==> src/rtl/display_bcd_sequencer_if.sv <==
// Bus between the output-instruction datapath and the BCD display sequencer.
// The master drives the value and strobe; the slave returns busy and digits.
interface display_bcd_sequencer_if;
   logic [31:0] DATA_IN;
   logic        LOAD;
   logic        BUSY;
   logic [6:0]  UNIDADE;
   logic [6:0]  DEZENA;
   logic [6:0]  CENTENA;
   logic [6:0]  MILHAR;
   logic [6:0]  D_MILHAR;
   logic [6:0]  C_MILHAR;
   logic [6:0]  MILHAO;
   logic [6:0]  D_MILHAO;

   modport master (
      output DATA_IN, LOAD,
      input  BUSY, UNIDADE, DEZENA, CENTENA, MILHAR,
      input  D_MILHAR, C_MILHAR, MILHAO, D_MILHAO
   );

   modport slave (
      input  DATA_IN, LOAD,
      output BUSY, UNIDADE, DEZENA, CENTENA, MILHAR,
      output D_MILHAR, C_MILHAR, MILHAO, D_MILHAO
   );
endinterface

==> src/rtl/display_bcd_sequencer.sv <==
// Signed 32-bit to eight-digit seven-segment display via serial double dabble.
// One step per cycle; display registers only update in FINISH.
module display_bcd_sequencer #(
   parameter bit BLANK_LZ       = 1'b1,
   parameter bit SEG_ACTIVE_LOW = 1'b1
) (
   input logic CLOCK,
   input logic RESET,
   display_bcd_sequencer_if.slave bus
);
   typedef enum logic [1:0] {IDLE, CONVERT, FINISH} state_t;

   localparam logic [6:0] SEG_ZERO  = SEG_ACTIVE_LOW ? 7'h40 : 7'h3F;
   localparam logic [6:0] SEG_BLANK = SEG_ACTIVE_LOW ? 7'h7F : 7'h00;

   state_t      state_q, state_d;
   logic [31:0] mag_q, bcd_q, pend_val_q;
   logic        sign_q, ov_q, rng_q, pend_q;
   logic [5:0]  cnt_q;
   logic [6:0]  seg_q [8];
   logic [6:0]  seg_d [8];

   logic        start;
   logic [31:0] src, src_mag, adj, bcd_step;
   logic [2:0]  msd;
   logic [6:0]  g;

   function automatic logic [6:0] glyph(input logic [3:0] n);
      case (n)
         4'd0:    glyph = 7'h3F;
         4'd1:    glyph = 7'h06;
         4'd2:    glyph = 7'h5B;
         4'd3:    glyph = 7'h4F;
         4'd4:    glyph = 7'h66;
         4'd5:    glyph = 7'h6D;
         4'd6:    glyph = 7'h7D;
         4'd7:    glyph = 7'h07;
         4'd8:    glyph = 7'h7F;
         4'd9:    glyph = 7'h6F;
         default: glyph = 7'h00;
      endcase
   endfunction

   always_ff @(posedge CLOCK) begin
      if (RESET) state_q <= IDLE;
      else       state_q <= state_d;
   end

   // A LOAD seen in FINISH starts the next conversion without visiting IDLE
   always_comb begin
      state_d = state_q;
      start   = 1'b0;
      src     = bus.DATA_IN;
      unique case (state_q)
         IDLE: begin
            if (bus.LOAD) begin
               start   = 1'b1;
               state_d = CONVERT;
            end
         end
         CONVERT: begin
            if (cnt_q == 6'd32) state_d = FINISH;
         end
         FINISH: begin
            if (pend_q || bus.LOAD) begin
               start   = 1'b1;
               state_d = CONVERT;
               if (pend_q) src = pend_val_q;
            end else begin
               state_d = IDLE;
            end
         end
         default: state_d = IDLE;
      endcase
   end

   assign src_mag = src[31] ? (~src + 32'd1) : src;

   always_comb begin
      adj = bcd_q;
      for (int i = 0; i < 8; i++) begin
         if (bcd_q[4*i +: 4] >= 4'd5) adj[4*i +: 4] = bcd_q[4*i +: 4] + 4'd3;
      end
      bcd_step = {adj[30:0], mag_q[31]};
   end

   always_comb begin
      msd = '0;
      for (int i = 1; i < 8; i++) begin
         if (bcd_q[4*i +: 4] != 4'd0) msd = 3'(i);
      end
   end

   always_comb begin
      g = '0;
      for (int i = 0; i < 8; i++) begin
         if (ov_q || rng_q) begin
            g = 7'h79;
         end else if (BLANK_LZ) begin
            if (i <= int'(msd))                      g = glyph(bcd_q[4*i +: 4]);
            else if (sign_q && i == int'(msd) + 1) g = 7'h40;
            else                                     g = 7'h00;
         end else begin
            if (sign_q && i == 7) g = 7'h40;
            else                  g = glyph(bcd_q[4*i +: 4]);
         end
         seg_d[i] = SEG_ACTIVE_LOW ? ~g : g;
      end
   end

   always_ff @(posedge CLOCK) begin
      if (RESET) begin
         mag_q      <= '0;
         bcd_q      <= '0;
         pend_val_q <= '0;
         sign_q     <= 1'b0;
         ov_q       <= 1'b0;
         rng_q      <= 1'b0;
         pend_q     <= 1'b0;
         cnt_q      <= '0;
         seg_q[0]   <= SEG_ZERO;
         for (int i = 1; i < 8; i++) seg_q[i] <= BLANK_LZ ? SEG_BLANK : SEG_ZERO;
      end else begin
         if (start) begin
            sign_q <= src[31];
            mag_q  <= src_mag;
            rng_q  <= src[31] ? (src_mag > 32'd9999999) : (src_mag > 32'd99999999);
            bcd_q  <= '0;
            ov_q   <= 1'b0;
            cnt_q  <= '0;
         end else if (state_q == CONVERT && cnt_q != 6'd32) begin
            bcd_q <= bcd_step;
            mag_q <= {mag_q[30:0], 1'b0};
            ov_q  <= ov_q | adj[31];
            cnt_q <= cnt_q + 6'd1;
         end
         if (state_q == FINISH) begin
            for (int i = 0; i < 8; i++) seg_q[i] <= seg_d[i];
         end
         // Only the newest value waiting behind a busy conversion survives
         if (state_q == CONVERT && bus.LOAD) begin
            pend_q     <= 1'b1;
            pend_val_q <= bus.DATA_IN;
         end else if (state_q == FINISH) begin
            pend_q <= pend_q & bus.LOAD;
            if (bus.LOAD) pend_val_q <= bus.DATA_IN;
         end
      end
   end

   assign bus.BUSY     = (state_q != IDLE);
   assign bus.UNIDADE  = seg_q[0];
   assign bus.DEZENA   = seg_q[1];
   assign bus.CENTENA  = seg_q[2];
   assign bus.MILHAR   = seg_q[3];
   assign bus.D_MILHAR = seg_q[4];
   assign bus.C_MILHAR = seg_q[5];
   assign bus.MILHAO   = seg_q[6];
   assign bus.D_MILHAO = seg_q[7];
endmodule

==> src/flat_wrapper.sv <==
// flat-port wrapper written by rule: the top's interface ports become plain ports
module display_bcd_sequencer_flat 
#(
   parameter bit BLANK_LZ       = 1'b1,
   parameter bit SEG_ACTIVE_LOW = 1'b1
)
  (CLOCK, RESET, bus_DATA_IN, bus_LOAD, bus_BUSY, bus_UNIDADE, bus_DEZENA, bus_CENTENA, bus_MILHAR, bus_D_MILHAR, bus_C_MILHAR, bus_MILHAO, bus_D_MILHAO);
  display_bcd_sequencer_if bus_i ();
  input logic CLOCK;
  input logic RESET;
  input wire logic [$bits(bus_i.DATA_IN)-1:0] bus_DATA_IN;
  input wire logic [$bits(bus_i.LOAD)-1:0] bus_LOAD;
  output wire logic [$bits(bus_i.BUSY)-1:0] bus_BUSY;
  output wire logic [$bits(bus_i.UNIDADE)-1:0] bus_UNIDADE;
  output wire logic [$bits(bus_i.DEZENA)-1:0] bus_DEZENA;
  output wire logic [$bits(bus_i.CENTENA)-1:0] bus_CENTENA;
  output wire logic [$bits(bus_i.MILHAR)-1:0] bus_MILHAR;
  output wire logic [$bits(bus_i.D_MILHAR)-1:0] bus_D_MILHAR;
  output wire logic [$bits(bus_i.C_MILHAR)-1:0] bus_C_MILHAR;
  output wire logic [$bits(bus_i.MILHAO)-1:0] bus_MILHAO;
  output wire logic [$bits(bus_i.D_MILHAO)-1:0] bus_D_MILHAO;
  assign bus_i.DATA_IN = bus_DATA_IN;
  assign bus_i.LOAD = bus_LOAD;
  assign bus_BUSY = bus_i.BUSY;
  assign bus_UNIDADE = bus_i.UNIDADE;
  assign bus_DEZENA = bus_i.DEZENA;
  assign bus_CENTENA = bus_i.CENTENA;
  assign bus_MILHAR = bus_i.MILHAR;
  assign bus_D_MILHAR = bus_i.D_MILHAR;
  assign bus_C_MILHAR = bus_i.C_MILHAR;
  assign bus_MILHAO = bus_i.MILHAO;
  assign bus_D_MILHAO = bus_i.D_MILHAO;
  display_bcd_sequencer #(.BLANK_LZ(BLANK_LZ), .SEG_ACTIVE_LOW(SEG_ACTIVE_LOW)) u_core (.CLOCK(CLOCK), .RESET(RESET), .bus(bus_i));
endmodule
==> config.mk <==
export PLATFORM = sky130hd
export DESIGN_NAME = display_bcd_sequencer_flat
export DESIGN_NICKNAME = d
export VERILOG_FILES = /design/src/rtl/display_bcd_sequencer_if.sv /design/src/rtl/display_bcd_sequencer.sv /design/src/flat_wrapper.sv
export SDC_FILE = /design/constraint.sdc
export NUM_CORES = 1
export LEC_CHECK = 0
export ABC_AREA = 1
export CAP_MARGIN = 20
export CELL_PAD_IN_SITES_DETAIL_PLACEMENT = 0
export CELL_PAD_IN_SITES_GLOBAL_PLACEMENT = 2
export CORE_UTILIZATION = 34
export DETAILED_ROUTE_END_ITERATION = 6
export PLACE_DENSITY = 0.89
export RECOVER_POWER = 50
export SYNTH_ARGS = -nofsm -noshare
export SYNTH_HDL_FRONTEND = slang
export SYNTH_SLANG_ARGS = --single-unit
==> constraint.sdc <==
create_clock -name CLOCK -period 3.4 [get_ports CLOCK]
set_clock_uncertainty 0.2 [all_clocks]
set_input_delay 0.68 -clock CLOCK [delete_from_list [all_inputs] [get_ports CLOCK]]
set_output_delay 0.68 -clock CLOCK [all_outputs]
set_load 0.02 [all_outputs]
==> results of run 1 <==
logic make-up after synthesis:
| kind of cell | after synthesis | share of synthesized area, % |
|---|---|---|
| flip-flops | 220 | 41.3 |
| adder cells (fa/ha/maj) | 68 | 7.07 |
| AND/OR/NAND/NOR | 822 | 28.8 |
| buffers and inverters | 258 | 8.46 |
| XOR/XNOR | 14 | 1.02 |
| AO/OA/AOI/OAI | 299 | 13.4 |
area by class of cell:
class                           count  area [um^2]  area share (%)
Timing Repair Buffer              153         1410            9.64
Inverter                          195          732            5.02
Clock buffer                       31          691            4.74
Tap cell                          455          569            3.90
Multi-Input combinational cell   1203         6080            41.7
Clock inverter                     16          138           0.944
Sequential cell                   220         4960            34.0
per-stage QoR:
| stage | power, mW | hold WS [ps] |
|---|---|---|
| floorplan | 3.83 | 227 |
| global placement | 4.25 | 241 |
| detailed placement | 4.26 | 249 |
| CTS | 6.97 | 257 |
| global route | 7.27 | 279 |
| finish | 6.88 | 256 |
worst max path at each step:
stage / start / endpoint / cells after the start
final: u_core.bcd_q[8] / u_core.seg_q[0][55] / 20
after global routing: u_core.bcd_q[8] / u_core.seg_q[0][55] / 20
after CTS: u_core.bcd_q[8] / u_core.seg_q[0][48] / 21
after detailed placement: bus_DATA_IN[1] / u_core.rng_q / 20
after global placement: bus_DATA_IN[1] / u_core.rng_q / 19
after floorplan: RESET / u_core.seg_q[0][0] / 4
cells in the final DEF, fill, tap and decap left out, types with 50 or more instances in the layout:
cell type	count
nand3_1	82
inv_1	186
dfxtp_1	164
buf_4	50
nor2_1	153
a21oi_1	60
o21ai_0	158
nand2_1	487
ha_1	68
edfxtp_1	56
report_power, final:
| part | switching [mW] | internal (mW) | total, mW |
|---|---|---|---|
| logic | 0.781 | 0.443 | 1.22 |
| clock network | 1.15 | 1.54 | 2.69 |
| registers | 0.0838 | 2.88 | 2.96 |
| total | 2.02 | 4.86 | 6.88 |
worst reg2reg max path: stages, from the launching register on:
cell and delay (ps):
dfxtp_1 360, inv_1 110, ha_1 150, inv_1 50
or2_2 290, nor2_2 130, o31ai_1 90, nand2_1 60
nand2_1 40, nand2_1 70, nand2_1 40, nand2_1 80
inv_1 70, nor2_1 140, ha_1 160, inv_1 50
nor3_2 190, inv_1 80, nor4_1 280, buf_4 170
o21ai_0 60
per-layer routing:
| metal | global-route usage (%) | part of all wire [%] |
|---|---|---|
| met2 | 30.9 | 48 |
| met5 | 0 | 0 |
| met4 | 3.44 | 1.8 |
| met3 | 2.38 | 3.1 |
| met1 | 22.0 | 47 |
==> metrics, run 1 <==
outcome completed; antenna viol nets, final 0; Seq/Total Area, Yosys 41.3%; gp weighted congestion 0.850; Max Fclk ~320 MHz; ys async rst share 0%; Hold WC Path Type flop to flop; clock buffer depth 3; Overflow after GRT 0; die area 36,100 um^2; initial antenna violation count 0; worst setup margin 278 ps; Post-CTS Setup Inserts 0; global-route usage over all layers 17.3%; # IOs 92; Place WS -39.0 ps; DR vias 10,800; MaxCap Viol Count 0; nets@finish 1,902; core area 34,700 um^2; reg-to-reg endpoint u_core.seg_q[0][55]; Critical-path top delay cell dfxtp_1; PortBufs 91; crit start category flop; Period minus WS final roughly 3100 ps; num rows 68; CP top delay family simple AND/OR/NAND/NOR gates; die height 190 um; Root Driver clkbuf_16; final instance area 14,600 um^2; Initial Util 34.7%; Hold Path Cell Cnt 2; synthesized net count around 1,800; post-synth top area share 27.3%; setup violators final 0; hold bufs inserted after CTS 0; ant diodes 0; die width 190 um; ys flop type dfxtp_1; Yosys top cell by area dfxtp_1; number of synthesized flops with an enable pin 56; Final Core Density 42.0%; TritonCTS clock tree done; CTS Sinks 220; reg2reg path depth 20; commonest cells in the netlist nand2_1 (488), inv_1 (186), dfxtp_1 (164); Crit. End Element flop; largest net degree at the start of global routing 57; critical path cell sequence inv_1 > ha_1 > inv_1 > or2_2 > nor2_2 > o31ai_1 > nand2_1 > nand2_1 > nand2_1 > nand2_1 > nand2_1 > inv_1 > nor2_1 > ha_1 > inv_1 > nor3_2 > inv_1 > nor4_1 > buf_4 > o21ai_0; placed cell areas 13,800 um^2; Cells after DPL 2,226; DR DRC count 0; crit-path max FO 5; Worst-Margin Slew 1390 ps; wirelength, routed roughly 30,000 um; Slew headroom 7.05%; # H-tree levels 1; top post-synthesis cells by area dfxtp_1 (27%), nand2_1 (15%), edfxtp_1 (14%), ha_1 (7.1%), o21ai_0 (6.6%); Final Hold Violating Endpoints 0; most common cell in the netlist nand2_1; Post-Layout Cell Count between 2,000 and 2,500; Gate Count Post-Synth 1,681; Synth cell types 43; first-pass GRT wire length 51,300 um; Crit Path Category flop to flop; post-synthesis cell area 12,000 um^2; critical path data required time 3480 ps; RSZ-0062 raised after global routing false; Pwr Density around 470 nW/um^2; Worst path max stage delay 360 ps; worst min-delay path startpoint u_core.pend_val_q[29]; clk_lat worst skew 550 ps; area delta synth->final 21.2%; layout cell share with drive strength beyond 1 under 10%; Num CTS Buffers 26; First-pass DRT Iterations 7; routed vias/inst 4.76; Worst-path clk slew about 60 ps; R2R setup slack 280 ps; static leakage 6.37 nW; Arr. time, crit path 3200 ps; IR Drop Worst-Case VDD 0.000344 V; WHS Endpoint u_core.pend_val_q[29]; final worst path period share 91.8%; vias in the first global route 10,400; synthesized area per cell about 7.2 um^2; Yosys warning count 0; pins over their slew limit 0; post-DR wirelength/cell about 13 um; Fin Setup TNS 0 ps; CP Buf/Inv Count 6; fillers 3,626; 1st-iter DRT viols 548; post-cts sizing count 0; #FFs+latches synth 220; worst r2r src u_core.bcd_q[8]; DP HPWL approximately 23,000 um
Note: power is estimated with default switching activity, not from simulation.
==> inputs of run 2 (changes only) <==
Settings changed: PLACE_DENSITY 0.89 to 0.82.
==> metrics, run 2 (same netlist as run 1, synthesis figures left out) <==
Pwr Density 490 nW/um^2 (+3.9%); Hold Path Cell Cnt 2 (unchanged); Max Fclk 317 MHz (-1.0%); Slew headroom 11.5% (+4.4 points); Post-Layout Cell Count 2,287 (+0.62%); wirelength, routed 31,800 um (+4.3%); DR DRC count 0 (unchanged); critical path data required time 3510 ps (+30 ps); static leakage 6.51 nW (+2.1%); die height 190 um (unchanged); CTS Sinks 220 (unchanged); Overflow after GRT 0 (unchanged); initial antenna violation count 0 (unchanged); Num CTS Buffers 27 (+3.8%); die area 36,100 um^2 (unchanged); # IOs 92 (unchanged); setup violators final 0 (unchanged); Fin Setup TNS 0 ps (unchanged); TritonCTS clock tree done; WHS Endpoint u_core.pend_val_q[29]; clock network power share 41.6% (+2.5 points); clock buffer depth 3 (unchanged); core area 34,700 um^2 (unchanged); pins over their slew limit 0 (unchanged); ant diodes 0 (unchanged); reg-to-reg endpoint u_core.seg_q[0][48]; DP HPWL 23,300 um (+2.9%); Initial Util 34.7% (unchanged); # H-tree levels 1 (unchanged); IR Drop Worst-Case VDD 0.000367 V (+6.7%); crit start category flop; P_int 5.16 mW (+6.1%); largest net degree at the start of global routing 51 (-11%); commonest non-fill, non-tap cell in the layout nand2_1; First-pass DRT Iterations 5 (-2); gp weighted congestion 0.823 (-3.1%); most frequent cells in the layout nand2_1 (488), inv_1 (186), dfxtp_1 (164); crit-path max FO 4 (-1); fillers 3,654 (+0.77%); RSZ-0062 raised after global routing false; Crit Path Category flop to flop; Final Hold Violating Endpoints 0 (unchanged); Crit. End Element flop; Root Driver clkbuf_16; area delta synth->final 22.4%; Cells after DPL 2,235 (+0.40%); worst r2r src u_core.bcd_q[13]; hold bufs inserted after CTS 0 (unchanged); global-route usage over all layers 18.0% (+0.67 points); R2R setup slack 250 ps (-30 ps); final worst path period share 92.8% (+0.95 points); NetSw 2.06 mW (+2.0%); nets@finish 1,914 (+0.63%); 1st-iter DRT viols 503 (-8.2%); reg2reg path depth 17 (-15%); layout cell share with drive strength beyond 1 8.30% (+0.27 points); Flop pwr share 41.0% (-2.1 points); MaxCap Viol Count 0 (unchanged); clk_lat worst skew 560 ps (about the same); Arr. time, crit path 3260 ps (+60 ps); Combinational Power Share 17.4% (-0.4 points); Period minus WS final 3150 ps (+32.3 ps); Place WS -43.4 ps (-4.31 ps); die width 190 um (unchanged); Hold WC Path Type flop to flop; first-pass GRT wire length 52,800 um (+2.9%); outcome completed; antenna viol nets, final 0 (unchanged); vias in the first global route 10,500 (+0.43%); worst setup margin 246 ps (-32.3 ps); num rows 68 (unchanged); Worst-Margin Slew 1330 ps (-66.0 ps); DR vias 10,800 (+0.10%); worst min-delay path startpoint u_core.pend_val_q[29]; PortBufs 91 (unchanged); routed vias/inst 4.73 (-0.51%); Worst-path clk slew 60 ps (about the same); post-DR wirelength/cell 13.9 um (+3.6%); Switching Share 28.5% (-0.81 points)
[run 2: per-stage QoR]
| stage | hold WS (ps) | power (mW) | utilization [%] | area, um^2 |
|---|---|---|---|---|
| after CTS | 260 | 7.34 | 42.5 | 14800 |
| final | 257 | 7.22 | 42.4 | 14700 |
| after global placement | 245 | 4.28 | 39.9 | 13800 |
| after floorplan | 227 | 3.83 | - | 12000 |
| after detailed placement | 251 | 4.29 | 39.9 | 13800 |
| after global routing | 283 | 7.62 | 42.4 | 14700 |
[run 2: what timing repair did]
action                     in CTS  in global routing
gates resized for setup         0                  7
setup endpoints to repair       0                  3
hold endpoints to repair        0                  0
setup buffers                   0                  2
[run 2: layout make-up]
type,count,area (um^2),share of cell area (%)
clock buffers,36,729,4.95
clock inverters,14,195,1.33
inverters,195,732,4.97
well taps,455,569,3.87
multi-input cells,1203,6070,41.2
flip-flops and latches,220,4960,33.7
repair buffers,164,1470,9.97
[run 2: power by group through the flow]
stage | Sequential [mW] | Combinational, mW | Clock [mW]
after floorplan | 3.02 | 0.805 | 0
after global placement | 3.01 | 1.27 | 0
after detailed placement | 3.02 | 1.28 | 0
after CTS | 2.96 | 1.28 | 3.09
after global routing | 2.98 | 1.45 | 3.19
final | 2.96 | 1.26 | 3.00
[run 2: routing by layer]
metal  track usage, %  routed length [um]  share of wire (%)  vias up
li1                 -                   -                  -     5718
met1             22.5               14700                 46     4910
met2             31.9               15300                 48      143
met3             2.51                 994                3.1       50
met4             4.87                 795                2.5        0
met5                0                   0                  0        -
[run 2: worst max-delay path by stage]
stage	from	endpoint	slack, ps	cells past startpoint
global route	u_core.bcd_q[9]	u_core.seg_q[0][27]	8	18
CTS	u_core.bcd_q[13]	u_core.seg_q[0][55]	140	16
floorplan	RESET	u_core.seg_q[0][0]	230	4
detailed placement	bus_DATA_IN[1]	u_core.rng_q	-40	19
global placement	bus_DATA_IN[1]	u_core.rng_q	-40	20
finish	u_core.bcd_q[13]	u_core.seg_q[0][48]	250	17
[run 2: worst max-delay path, cell delays in order, from the launching register on]
cell	delay (ps)
dfxtp_1	310
inv_1	110
ha_1	150
inv_1	50
or2_2	280
nor2_1	180
nand2_1	130
a31o_2	220
inv_1	70
nor2_1	60
ha_1	280
inv_1	50
nor3_2	170
inv_1	90
buf_4	140
o21ai_0	210
buf_4	150
nand2_1	40
